--- src/rtl/cpu_isa_pkg.sv ---
// ISA definitions shared by the decode/issue stage: opcodes, field positions,
// the decoded-field record and small classification helpers.
package cpu_isa_pkg;

    localparam int INSTR_W = 32;

    // Legal opcodes
    localparam logic [5:0] OP_RTYPE = 6'b000000;
    localparam logic [5:0] OP_LUI   = 6'b010101;
    localparam logic [5:0] OP_ADDI  = 6'b001000;
    localparam logic [5:0] OP_ANDI  = 6'b001100;
    localparam logic [5:0] OP_ORI   = 6'b001101;
    localparam logic [5:0] OP_BEQ   = 6'b000100;
    localparam logic [5:0] OP_BNE   = 6'b000101;
    localparam logic [5:0] OP_LW    = 6'b100011;
    localparam logic [5:0] OP_SW    = 6'b101011;

    // Field bit positions inside the instruction word
    localparam int OPCODE_MSB = 31;
    localparam int OPCODE_LSB = 26;
    localparam int RS_MSB     = 25;
    localparam int RS_LSB     = 21;
    localparam int RT_MSB     = 20;
    localparam int RT_LSB     = 16;
    localparam int RD_MSB     = 15;
    localparam int RD_LSB     = 11;
    localparam int SHAMT_MSB  = 10;
    localparam int SHAMT_LSB  = 6;
    localparam int FUNCT_MSB  = 5;
    localparam int FUNCT_LSB  = 0;
    localparam int IMM_MSB    = 15;
    localparam int IMM_LSB    = 0;

    // Fields as the ALU consumes them
    typedef struct packed {
        logic [5:0]  opcode;
        logic [4:0]  rs;
        logic [4:0]  rt;
        logic [4:0]  rd;
        logic [4:0]  shamt;
        logic [5:0]  funct;
        logic [15:0] imm;
    } decoded_t;

    localparam int DECODED_W = $bits(decoded_t);

    // Load-use hazard sequencer states
    typedef enum logic {
        ST_RUN    = 1'b0,
        ST_BUBBLE = 1'b1
    } hz_state_e;

    function automatic logic is_legal_opcode(input logic [5:0] op);
        case (op)
            OP_RTYPE, OP_LUI, OP_ADDI, OP_ANDI, OP_ORI,
            OP_BEQ, OP_BNE, OP_LW, OP_SW: return 1'b1;
            default:                      return 1'b0;
        endcase
    endfunction

    // Opcodes that read rt as a source operand (rather than writing it)
    function automatic logic uses_rt_as_source(input logic [5:0] op);
        case (op)
            OP_RTYPE, OP_BEQ, OP_BNE, OP_SW: return 1'b1;
            default:                         return 1'b0;
        endcase
    endfunction

    // Split a raw word; rd/shamt/funct only carry meaning for R-type
    function automatic decoded_t decode_instr(input logic [INSTR_W-1:0] instr);
        decoded_t d;
        d        = '0;
        d.opcode = instr[OPCODE_MSB:OPCODE_LSB];
        d.rs     = instr[RS_MSB:RS_LSB];
        d.rt     = instr[RT_MSB:RT_LSB];
        d.imm    = instr[IMM_MSB:IMM_LSB];
        if (d.opcode == OP_RTYPE) begin
            d.rd    = instr[RD_MSB:RD_LSB];
            d.shamt = instr[SHAMT_MSB:SHAMT_LSB];
            d.funct = instr[FUNCT_MSB:FUNCT_LSB];
        end
        return d;
    endfunction

endpackage

--- src/rtl/decode_skid_buf.sv ---
// Two-entry head/skid register pair with valid/ready on both sides.
// The head register drives the consumer; the skid register absorbs one
// extra word while the head is stalled. Order is always preserved.
module decode_skid_buf #(
    parameter int W = 8
) (
    input  logic         clk,
    input  logic         rst,
    input  logic         in_valid,
    output logic         in_ready,
    input  logic [W-1:0] in_data,
    output logic         out_valid,
    input  logic         out_ready,
    output logic [W-1:0] out_data
);

    logic         head_v_q, head_v_d;
    logic         skid_v_q, skid_v_d;
    logic [W-1:0] head_q, head_d;
    logic [W-1:0] skid_q, skid_d;
    logic         push;
    logic         pop;

    assign in_ready  = !skid_v_q;
    assign out_valid = head_v_q;
    assign out_data  = head_q;
    assign push      = in_valid && in_ready;
    assign pop       = head_v_q && out_ready;

    // Next-state: refill head from skid on a pop, otherwise land new words in the first free slot
    always_comb begin
        // NOTE: every variable gets a default first so no path leaves it unassigned (no latch).
        head_v_d = head_v_q;
        skid_v_d = skid_v_q;
        head_d   = head_q;
        skid_d   = skid_q;
        if (pop) begin
            if (skid_v_q) begin
                head_d = skid_q;
                if (push) begin
                    skid_d = in_data;
                end else begin
                    skid_v_d = 1'b0;
                end
            end else if (push) begin
                head_d = in_data;
            end else begin
                head_v_d = 1'b0;
            end
        end else if (push) begin
            if (!head_v_q) begin
                head_v_d = 1'b1;
                head_d   = in_data;
            end else begin
                skid_v_d = 1'b1;
                skid_d   = in_data;
            end
        end
    end

    // State registers
    always_ff @(posedge clk) begin
        // NOTE: sequential state uses non-blocking assignments so all flops update together.
        if (rst) begin
            head_v_q <= 1'b0;
            skid_v_q <= 1'b0;
            // NOTE: payload registers are cleared too, because the field outputs must read 0 after reset.
            head_q   <= '0;
            skid_q   <= '0;
        end else begin
            head_v_q <= head_v_d;
            skid_v_q <= skid_v_d;
            head_q   <= head_d;
            skid_q   <= skid_d;
        end
    end

endmodule

--- src/rtl/instr_decode_issue.sv ---
// Decode/issue stage in front of the ALU. Splits instructions into ALU
// fields, buffers them in a head/skid pair, inserts one bubble on a
// load-use dependency, drops illegal opcodes and counts issued words.
module instr_decode_issue
    import cpu_isa_pkg::*;
#(
    parameter int CNT_W = 16
) (
    input  logic               clk,
    input  logic               rst,
    input  logic               in_valid,
    output logic               in_ready,
    input  logic [INSTR_W-1:0] instr,
    output logic               out_valid,
    input  logic               out_ready,
    output logic [5:0]         opcode,
    output logic [4:0]         rs_addr,
    output logic [4:0]         rt_addr,
    output logic [4:0]         rd_addr,
    output logic [4:0]         shamt,
    output logic [5:0]         ALU_control,
    output logic [15:0]        immediate,
    output logic               illegal,
    output logic [CNT_W-1:0]   issue_count
);

    decoded_t       in_dec;
    decoded_t       head;
    logic           in_legal;
    logic           accept;
    logic           buf_in_valid;
    logic           buf_in_ready;
    logic           head_valid;
    logic           buf_out_ready;
    logic           transfer;
    logic           hazard;

    hz_state_e      state_q, state_d;
    logic           lw_pend_q, lw_pend_d;
    logic [4:0]     lw_rt_q, lw_rt_d;
    logic           illegal_q, illegal_d;
    logic [CNT_W-1:0] issue_count_q, issue_count_d;

    // Input side: illegal words complete the handshake but never enter the buffer
    assign in_dec       = decode_instr(instr);
    assign in_legal     = is_legal_opcode(in_dec.opcode);
    assign in_ready     = buf_in_ready && !rst;
    assign accept       = in_valid && in_ready;
    assign buf_in_valid = accept && in_legal;

    decode_skid_buf #(
        .W (DECODED_W)
    ) u_skid (
        .clk       (clk),
        .rst       (rst),
        .in_valid  (buf_in_valid),
        .in_ready  (buf_in_ready),
        .in_data   (in_dec),
        .out_valid (head_valid),
        .out_ready (buf_out_ready),
        .out_data  (head)
    );

    // Load-use detection against the instruction waiting in the head slot
    always_comb begin
        hazard = 1'b0;
        if (state_q == ST_RUN && head_valid && lw_pend_q && lw_rt_q != 5'd0) begin
            if (head.opcode != OP_LUI && head.rs == lw_rt_q) begin
                hazard = 1'b1;
            end
            if (uses_rt_as_source(head.opcode) && head.rt == lw_rt_q) begin
                hazard = 1'b1;
            end
        end
    end

    // Hazard FSM state register
    always_ff @(posedge clk) begin
        if (rst) begin
            state_q <= ST_RUN;
        end else begin
            state_q <= state_d;
        end
    end

    // Hazard FSM next state: a detected hazard costs exactly one BUBBLE cycle
    always_comb begin
        state_d = state_q;
        case (state_q)
            ST_RUN:    if (hazard) state_d = ST_BUBBLE;
            ST_BUBBLE: state_d = ST_RUN;
            default:   state_d = ST_RUN;
        endcase
    end

    // Hazard FSM outputs: hide the head and block its pop during the bubble
    always_comb begin
        out_valid     = head_valid && !hazard;
        buf_out_ready = out_ready && !hazard;
        transfer      = out_valid && out_ready;
    end

    // Load record, illegal pulse and issue counter next state
    always_comb begin
        lw_pend_d     = lw_pend_q;
        lw_rt_d       = lw_rt_q;
        illegal_d     = accept && !in_legal;
        issue_count_d = issue_count_q;
        if (transfer) begin
            lw_pend_d     = (head.opcode == OP_LW);
            issue_count_d = issue_count_q + CNT_W'(1);
            if (head.opcode == OP_LW) begin
                lw_rt_d = head.rt;
            end
        end else if (hazard) begin
            lw_pend_d = 1'b0;
        end
    end

    // Load record, illegal pulse and issue counter registers
    always_ff @(posedge clk) begin
        if (rst) begin
            lw_pend_q     <= 1'b0;
            lw_rt_q       <= '0;
            illegal_q     <= 1'b0;
            issue_count_q <= '0;
        end else begin
            lw_pend_q     <= lw_pend_d;
            lw_rt_q       <= lw_rt_d;
            illegal_q     <= illegal_d;
            issue_count_q <= issue_count_d;
        end
    end

    assign opcode      = head.opcode;
    assign rs_addr     = head.rs;
    assign rt_addr     = head.rt;
    assign rd_addr     = head.rd;
    assign shamt       = head.shamt;
    assign ALU_control = head.funct;
    assign immediate   = head.imm;
    assign illegal     = illegal_q;
    assign issue_count = issue_count_q;

endmodule

--- config.mk ---
export PLATFORM = sky130hd
export DESIGN_NAME = instr_decode_issue
export DESIGN_NICKNAME = d
export VERILOG_FILES = /design/src/rtl/cpu_isa_pkg.sv /design/src/rtl/decode_skid_buf.sv /design/src/rtl/instr_decode_issue.sv
export SDC_FILE = /design/constraint.sdc
export NUM_CORES = 1
export LEC_CHECK = 0
export ABC_AREA = 1
export ABC_CLOCK_PERIOD_IN_PS = 4600
export CAP_MARGIN = 20
export CORE_ASPECT_RATIO = 0.5
export CORE_MARGIN = 2
export CORE_UTILIZATION = 58
export CTS_CLUSTER_DIAMETER = 40
export DETAILED_ROUTE_END_ITERATION = 8
export MAX_ROUTING_LAYER = met4
export PLACE_DENSITY = 0.86
export SYNTH_ARGS = -nofsm -noshare
export SYNTH_HDL_FRONTEND = slang
export SYNTH_HIERARCHICAL = 1
export SYNTH_SLANG_ARGS = --single-unit
--- constraint.sdc ---
create_clock -name clk -period 4.6 [get_ports clk]
set_input_delay 0.69 -clock clk [delete_from_list [all_inputs] [get_ports clk]]
set_output_delay 0.69 -clock clk [all_outputs]
set_load 0.01 [all_outputs]
# == Word level (Yosys, flattened, before mapping) ==
# Index checks and enable logic that the tools add are counted.
# word_totals
regBits,122
input_bits,36
out_inout_bits,67
# op_classes
add_sub_neg,1
n_eq_ne,20
n_mux,29
n_bitwise,1
reduce_logical,32
# ops
op,count
two-way mux 48 bit,9
equality test 6 x 3 -> 1 bit (second input constant),4
equality test 6 bit (second input constant),4
equality test 6 x 4 -> 1 bit (second input constant),3
two-way mux 1 bit,18
adder 16 x 1 -> 16 bit (second input constant),1
two-way mux 16 bit,1
logical AND 1 bit,14
zero test 6 bit,2
equality test 5 bit,2
OR reduction 9 bit,1
!= test 2 bit (second input constant),4
nonzero test 2 bit,4
equality test 6 x 5 -> 1 bit (second input constant),1
!= test 6 x 5 -> 1 bit (second input constant),1
AND reduction 3 bit,2
nonzero test 5 bit,1
zero test 1 bit,4
AND reduction 2 bit,2
AND reduction 4 bit,1
OR reduction 4 bit,1
!= test 2 x 1 -> 1 bit (second input constant),1
one-hot mux 1 bit (2 select lines),1
NOT 1 bit,1

# == Longest topological paths before layout ==
# Gate-level depths: netlist of run 1.
# logic_depth
word_depth,13
ltp_mapped,17

# == Cells and area by module ==
# The synthesis of run 1 kept the hierarchy.
# modules_own_cells
mod,n_inst,cells_per_inst,area_each_um2,seq_area_each_um2
decode_skid_buf,1,740,4606.9,1961.9
instr_decode_issue,1,267,1798.0,480.5

# == Worst setup path before layout of run 1 ==
# No wires, ideal clock.
# synth_path
kind,input-to-reg
from,in instr[31]
to,"reg u_skid.head_q[10], in the netlist u_skid/out_data[10]"
t_arrival_ps,2484
setup_slack_ps,2004
cell_stages,15
path_buffers,2
path_cell_list,inv_1 > nand2_1 > nor3_1 > nand3_1 > a31oi_1 > inv_1 > nor2_1 > inv_1 > ha_1 > nor2_2 > buf_4 > buf_4 > nand3_1 > nor2_1 > nor2_1
# synth_via
elab_chain_cells,7
# synth_lines
element,line,source
"start, declared",instr_decode_issue.sv:13,"input logic [INSTR_W-1:0] instr,"
"equality test 6 x 5 -> 1 bit, or another cell as far along",cpu_isa_pkg.sv:54,case (op)
OR reduction 9 bit *,cpu_isa_pkg.sv:54,
two-way mux 1 bit *,cpu_isa_pkg.sv:54,
logical AND 1 bit *,instr_decode_issue.sv:49,assign buf_in_valid = accept && in_legal;
net buf_in_valid,instr_decode_issue.sv:31,logic buf_in_valid;
logical AND 1 bit *,decode_skid_buf.sv:27,assign push = in_valid && in_ready;
nonzero test 2 bit (no source line),--,
AND reduction 3 bit (no source line) *,--,
"end signal, assigned",decode_skid_buf.sv:68,head_q <= '0;
"end signal, assigned",decode_skid_buf.sv:73,head_q <= head_d;
"end, declared",decode_skid_buf.sv:19,"logic [W-1:0] head_q, head_d;"
# The timed path passes the listed nets; every way through them passes the cells marked *.
# A chain may end at the register's enable or synchronous reset.

# == Worst setup path after layout of run 1 ==
# layout_path
from,in out_ready
to,"reg u_skid.head_q[47], in the netlist u_skid/out_data[47]"
# layout_via
elab_chain_cells,4
# layout_lines
element,line,source
"start, declared",instr_decode_issue.sv:15,"input logic out_ready,"
logical AND 1 bit *,instr_decode_issue.sv:99,buf_out_ready = out_ready && !hazard;
net buf_out_ready,instr_decode_issue.sv:34,logic buf_out_ready;
logical AND 1 bit *,decode_skid_buf.sv:28,assign pop = head_v_q && out_ready;
!= test 2 bit (no source line) or nonzero test 2 bit (tied branches),--,
AND reduction 3 bit (no source line),--,
# Marks and branches as above.

==> results of run 1 <==
## synthesized netlist by cell type, drive strengths merged
| cell type | instances |
|---|---|
| a31oi | 1 |
| nand2 | 202 |
| xor2 | 9 |
| o21ai | 52 |
| nand4 | 16 |
| nor2 | 294 |
| buf | 33 |
| dfxtp | 122 |
| nor4 | 2 |
| or2 | 1 |
| a41oi | 1 |
| clkinv | 1 |
| ha | 2 |
| a21oi | 20 |
| xnor2 | 14 |
| nor3 | 5 |
| o211ai | 1 |
| clkbuf | 22 |
| nand3 | 69 |
| o21bai | 1 |
| inv | 139 |
## cell families (layout without fill, tap and decap cells)
logic type,Yosys count,after routing,share of synthesized area
AOI/OAI and AO/OA,76,76,0.0680
xor gates and xnor gates,23,23,0.0315
adders and majority gates,2,2,0.00391
buffers and inverters,195,285,0.131
DFF,122,122,0.381
and+or+nand+nor,589,589,0.384
## flip-flops by register name, summed over array words and instances, names as in the netlist
name and flops:
state_q 1, u_skid/out_data 48, lw_rt_q 5, issue_count 16, u_skid/out_valid 1, u_skid/skid_q 48, lw_pend_q 1, illegal 1
u_skid/skid_v_q 1
## per-layer routing
layer,vias to the layer above,wire length (um),GRT usage
met1,2996,6890,0.326
li1,3211,-,-
met4,0,427,0.124
met3,40,1070,0.0602
met5,-,0,-
met2,254,8510,0.511
## final timing paths
kind	startpoint	endpoint	slack (ns)	cells past startpoint
min reg2reg	u_skid/skid_q[27]$_SDFFE_PP0P_	u_skid/skid_q[27]$_SDFFE_PP0P_	0.48	2
max	out_ready	u_skid/out_data[47]$_SDFFE_PP0P_	1.28	12
max reg2reg	u_skid/out_data[45]$_SDFFE_PP0P_	u_skid/out_data[47]$_SDFFE_PP0P_	1.41	15
min	u_skid/skid_q[27]$_SDFFE_PP0P_	u_skid/skid_q[27]$_SDFFE_PP0P_	0.48	2
## through the flow
step           worst slack (ns)  cells
6_report                   1.28   1242
5_1_grt                   0.950   1242
4_1_cts                    1.31   1242
3_5_place_dp              0.935   1210
3_3_place_gp               1.10   1210
2_1_floorplan              2.00   1007
## worst reg2reg max path: cells and delay by family, from the launching register on
kind / cells / cell delay, ns
simple gates: 12 / 1.53
compound gates: 1 / 0.59
buf+inv: 1 / 0.38
flops: 1 / 0.35
fa+ha+maj: 1 / 0.28
## where the power goes
part           switching, mW  internal (mW)  total [mW]
Clock                  0.490           1.10        1.59
Sequential           0.00302           1.06        1.06
Combinational         0.0752         0.0522       0.127
Total                  0.568           2.21        2.78
## area by class of cell
type	count	area (um2)	area share
inverters	140	526	0.0650
multi-input cells	690	3130	0.387
flip-flops and latches	122	2440	0.302
clock buffers	20	457	0.0565
well taps	145	181	0.0225
clock inverters	12	243	0.0300
repair buffers	113	1100	0.137
==> impl_metrics.yaml, run 1 <==
status:
  outcome: "complete, no violations"
critical_path:
  cp_common_cell: "nand2_1"
  worstPathCellList: "clkdlybuf4s50_1 > buf_4 > inv_1 > a21oi_1 > nand2_1 > ha_1 > nor2_4 > nand2_1 > buf_4 > nand2_1 > nand2_1 > nor2_1"
  max_stage_delay_ns: 0.59
  critPathRequiredTime_ns: 4.94
  crit_fanout: 35
  end_kind: "register"
  cp_slowest_cell: "a21oi_1"
  critical_path_arrival_ns: 3.66
  crit_buf_inv: 4
  start_kind: "primary input"
  crit_type: "primary input to register"
  crit_family: "buffers and inverters"
cts:
  cts-root-buf: "clkbuf_16"
  cts_tree: "done"
  cts_hold_buf: 0
  htree_levels: 4
  cts_resized: 0
  cts_buffer_depth: 2
  clock_sinks: 122
  worstSkewPairLatency_ns: 0.42
  clkTransAtPathRegs_ns: 0.06
  cts_setup_buffers: 0
  numCtsBuffers: 17
power:
  peakVddDrop_uv: 291
  powerDensity_nw_per_um2: 344
  p_leak_nw: 3.39
  finalPower_mw: 2.78
global_routing:
  grt_max_degree: 69
  overflow: 0
  grt_pass1_vias: 5943
  grt_pass1_wl_um: 27500
  grt_usage: 0.290
  antenna_found_initial: 0
hold_path:
  hold_path_class: "register to register"
sta:
  clock-skew-final_ns: 0.00737
  finalHoldViolCount: 0
  tns_ns: 0
  fin_crit_sh: 0.722
  maxSlewViolCount: 0
  worst_pin_slew_ns: 1.06
  min_period_ns: 3.32
  maxSlewHeadroom: 0.291
  rsz0062_at_grt: "no"
  fin_hold_ws_ns: 0.482
  setup_viol: 0
  fmax_mhz: 301
synthesis:
  ys_ff_latch: 122
  synth_area_leaders: "dfxtp_1 38%, nor2_1 17%, nand2_1 11%"
  synth.avg_cell_area_um2: 6.36
  synthesis.nets: 1045
  ys_seq_area_frac: 0.381
  ys_warn_count: 6
  syn-cell-area_um2: 6400
  ys_types: 39
  yosys.area.top_type: "dfxtp_1"
  synthCells: 1007
  synth_top_area_frac: 0.381
die:
  rows: 27
  coreArea_um2: 10900
  ios: 103
  die_x_um: 153
  die_y_um: 78.3
  die-area_um2: 12000
  initial_core_util: 0.589
placed_design:
  placed_cell_area_um2: 7380
  routabilityCongestion: 0.967
  port_buffers: 102
  place_hpwl_um: 10200
job:
  drv_cap: 0
layout:
  fin_area_um2: 8080
  num-fill-cells: 837
  layout_commonest_cell: "nor2_1"
  drive_gt1_frac: 0.0747
  layout_common_cells: "291 x nor2_1, 188 x nand2_1, 134 x inv_1"
  diodes: 0
  area.growth.synth_to_final_pct: 26.1
  utilization: 0.743
  final_nets: 1122
route:
  drc: 0
  via_count: 6501
  drt_wl_total_um: 16900
  wl_per_cell_um: 13.6
  ant_nets: 0
  drt_first_iter_violations: 553
  first_pass_iters: 6
  post_drt_via_cell_ratio: 5.23
Power figures use the tool's default switching activity.
==> run 2: changes to the inputs <==
--- a/config.mk
+++ b/config.mk
@@ -6,15 +6,15 @@
 export NUM_CORES = 1
 export LEC_CHECK = 0
 export ABC_AREA = 1
-export ABC_CLOCK_PERIOD_IN_PS = 4600
+export ABC_CLOCK_PERIOD_IN_PS = 3000
 export CAP_MARGIN = 20
 export CORE_ASPECT_RATIO = 0.5
 export CORE_MARGIN = 2
-export CORE_UTILIZATION = 58
+export CORE_UTILIZATION = 49
 export CTS_CLUSTER_DIAMETER = 40
 export DETAILED_ROUTE_END_ITERATION = 8
 export MAX_ROUTING_LAYER = met4
-export PLACE_DENSITY = 0.86
+export PLACE_DENSITY = 0.77
 export SYNTH_ARGS = -nofsm -noshare
 export SYNTH_HDL_FRONTEND = slang
 export SYNTH_HIERARCHICAL = 1
==> constraint.sdc (replaced) <==
create_clock -name clk -period 3 [get_ports clk]
set_input_delay 0.45 -clock clk [delete_from_list [all_inputs] [get_ports clk]]
set_output_delay 0.45 -clock clk [all_outputs]
set_load 0.01 [all_outputs]
==> impl_metrics.yaml, run 2 (synthesis gave the netlist of run 1 again) <==
route:
  via_count: 6358
  ant_nets: 0
  drt_wl_total_um: 16800
  drt_first_iter_violations: 553
  post_drt_via_cell_ratio: 4.98
  wl_per_cell_um: 13.1
  drc: 0
  first_pass_iters: 7
die:
  rows: 29
  initial_core_util: 0.504
  die_x_um: 166
  ios: 103
  coreArea_um2: 12700
  die-area_um2: 14100
  die_y_um: 84.8
cts:
  htree_levels: 4
  cts_setup_buffers: 0
  cts_resized: 0
  cts_tree: "done"
  cts_buffer_depth: 2
  numCtsBuffers: 17
  cts-root-buf: "clkbuf_16"
  clock_sinks: 122
  worstSkewPairLatency_ns: 0.41
  clkTransAtPathRegs_ns: 0.05
  cts_hold_buf: 0
critical_path:
  crit_buf_inv: 1
  cp_slowest_cell: "clkdlybuf4s50_1"
  start_kind: "register"
  crit_fanout: 5
  cp_common_cell: "nor2_1"
  end_kind: "output port"
  max_stage_delay_ns: 0.59
  critical_path_arrival_ns: 2.22
  worstPathCellList: "nor2_1 > nand3_1 > nor2_1 > nor2_1 > nand2_2 > nand2_4 > a21oi_2 > clkdlybuf4s50_1"
  crit_type: "register to output port"
  critPathRequiredTime_ns: 2.55
  crit_family: "simple AND/OR/NAND/NOR gates"
power:
  power_frac_seq: 0.410
  powerDensity_nw_per_um2: 487
  sw_frac_of_total: 0.217
  pwr-share-clk: 0.540
  switchingPower_mw: 0.863
  peakVddDrop_uv: 324
  p_int_mw: 3.12
  combPwrFrac: 0.050
  finalPower_mw: 3.98
  p_leak_nw: 3.44
global_routing:
  antenna_found_initial: 0
  overflow: 0
  grt_usage: 0.253
  grt_max_degree: 65
  grt_pass1_vias: 6036
  grt_pass1_wl_um: 28300
sta:
  min_period_ns: 2.67
  rsz0062_at_grt: "no"
  finalHoldViolCount: 0
  setup_viol: 0
  maxSlewViolCount: 0
  fin_crit_sh: 0.890
  tns_ns: 0
  worst_pin_slew_ns: 0.671
  clock-skew-final_ns: 0.0110
  maxSlewHeadroom: 0.552
  fmax_mhz: 374
placed_design:
  routabilityCongestion: 0.921
  port_buffers: 102
  place_hpwl_um: 10900
layout:
  area.growth.synth_to_final_pct: 27.7
  drive_gt1_frac: 0.0822
  num-fill-cells: 1148
  diodes: 0
  layout_common_cells: "291 x nor2_1, 188 x nand2_1, 134 x inv_1"
  final_nets: 1132
  multi_input_area_um2: 3130
  layout_commonest_cell: "nor2_1"
  register_area_um2: 2440
status:
  outcome: "complete, no violations"
job:
  drv_cap: 0
hold_path:
  hold_path_class: "register to register"
run 2: metal layers:
layer	vias up	part of all wire	global-route usage
li1	3226	-	-
met1	2915	0.46	0.306
met2	187	0.47	0.423
met3	30	0.047	0.0513
met4	0	0.023	0.0957
met5	-	0	-
run 2: layout make-up:
class	count	area share
Tap cell	170	0.0260
Sequential cell	122	0.299
Clock inverter	12	0.0211
Timing Repair Buffer	123	0.153
Inverter	140	0.0642
Multi-Input combinational cell	690	0.382
Clock buffer	20	0.0546
run 2: power by group through the flow:
stage	sequential (mW)	combinational, mW	clock (mW)
after floorplan	1.67	0.0959	0
after CTS	1.63	0.199	2.19
after global routing	1.63	0.218	2.26
final	1.63	0.199	2.15
after detailed placement	1.67	0.197	0
after global placement	1.67	0.195	0
run 2: worst reg2reg max path, stage by stage (launching register included):
cell and delay (ns):
dfxtp_1 0.35, nor2_1 0.14, nand3_1 0.09, nor2_1 0.14
nor2_1 0.08, nand2_2 0.08, nand2_4 0.08, a21oi_1 0.27
nand2_1 0.10, ha_1 0.26, nor2_4 0.20, nand2_1 0.14
buf_4 0.23, nand2_1 0.08, nand2_1 0.05, nor2_1 0.15
run 2: worst paths after layout:
check / cells after the start / endpoint / from / slack [ns]
worst max-delay path: 8 / out_valid / u_skid/out_data[45]$_SDFFE_PP0P_ / 0.33
worst min-delay path: 2 / u_skid/skid_q[43]$_SDFFE_PP0P_ / u_skid/skid_q[43]$_SDFFE_PP0P_ / 0.48
worst max register to register: 15 / u_skid/out_data[35]$_SDFFE_PP0P_ / u_skid/out_data[45]$_SDFFE_PP0P_ / 0.47
worst min register to register: 2 / u_skid/skid_q[43]$_SDFFE_PP0P_ / u_skid/skid_q[43]$_SDFFE_PP0P_ / 0.48
run 2: per-stage QoR:
stage	util	worst slack (ns)	instances	cell area (um2)	hold slack (ns)
floorplan	-	0.644	1007	6400	0.454
global placement	0.595	0.162	1245	7560	0.461
detailed placement	0.595	0.0783	1245	7560	0.471
CTS	0.644	0.314	1277	8180	0.484
global route	0.644	0.162	1277	8180	0.502
finish	0.644	0.329	1277	8180	0.479
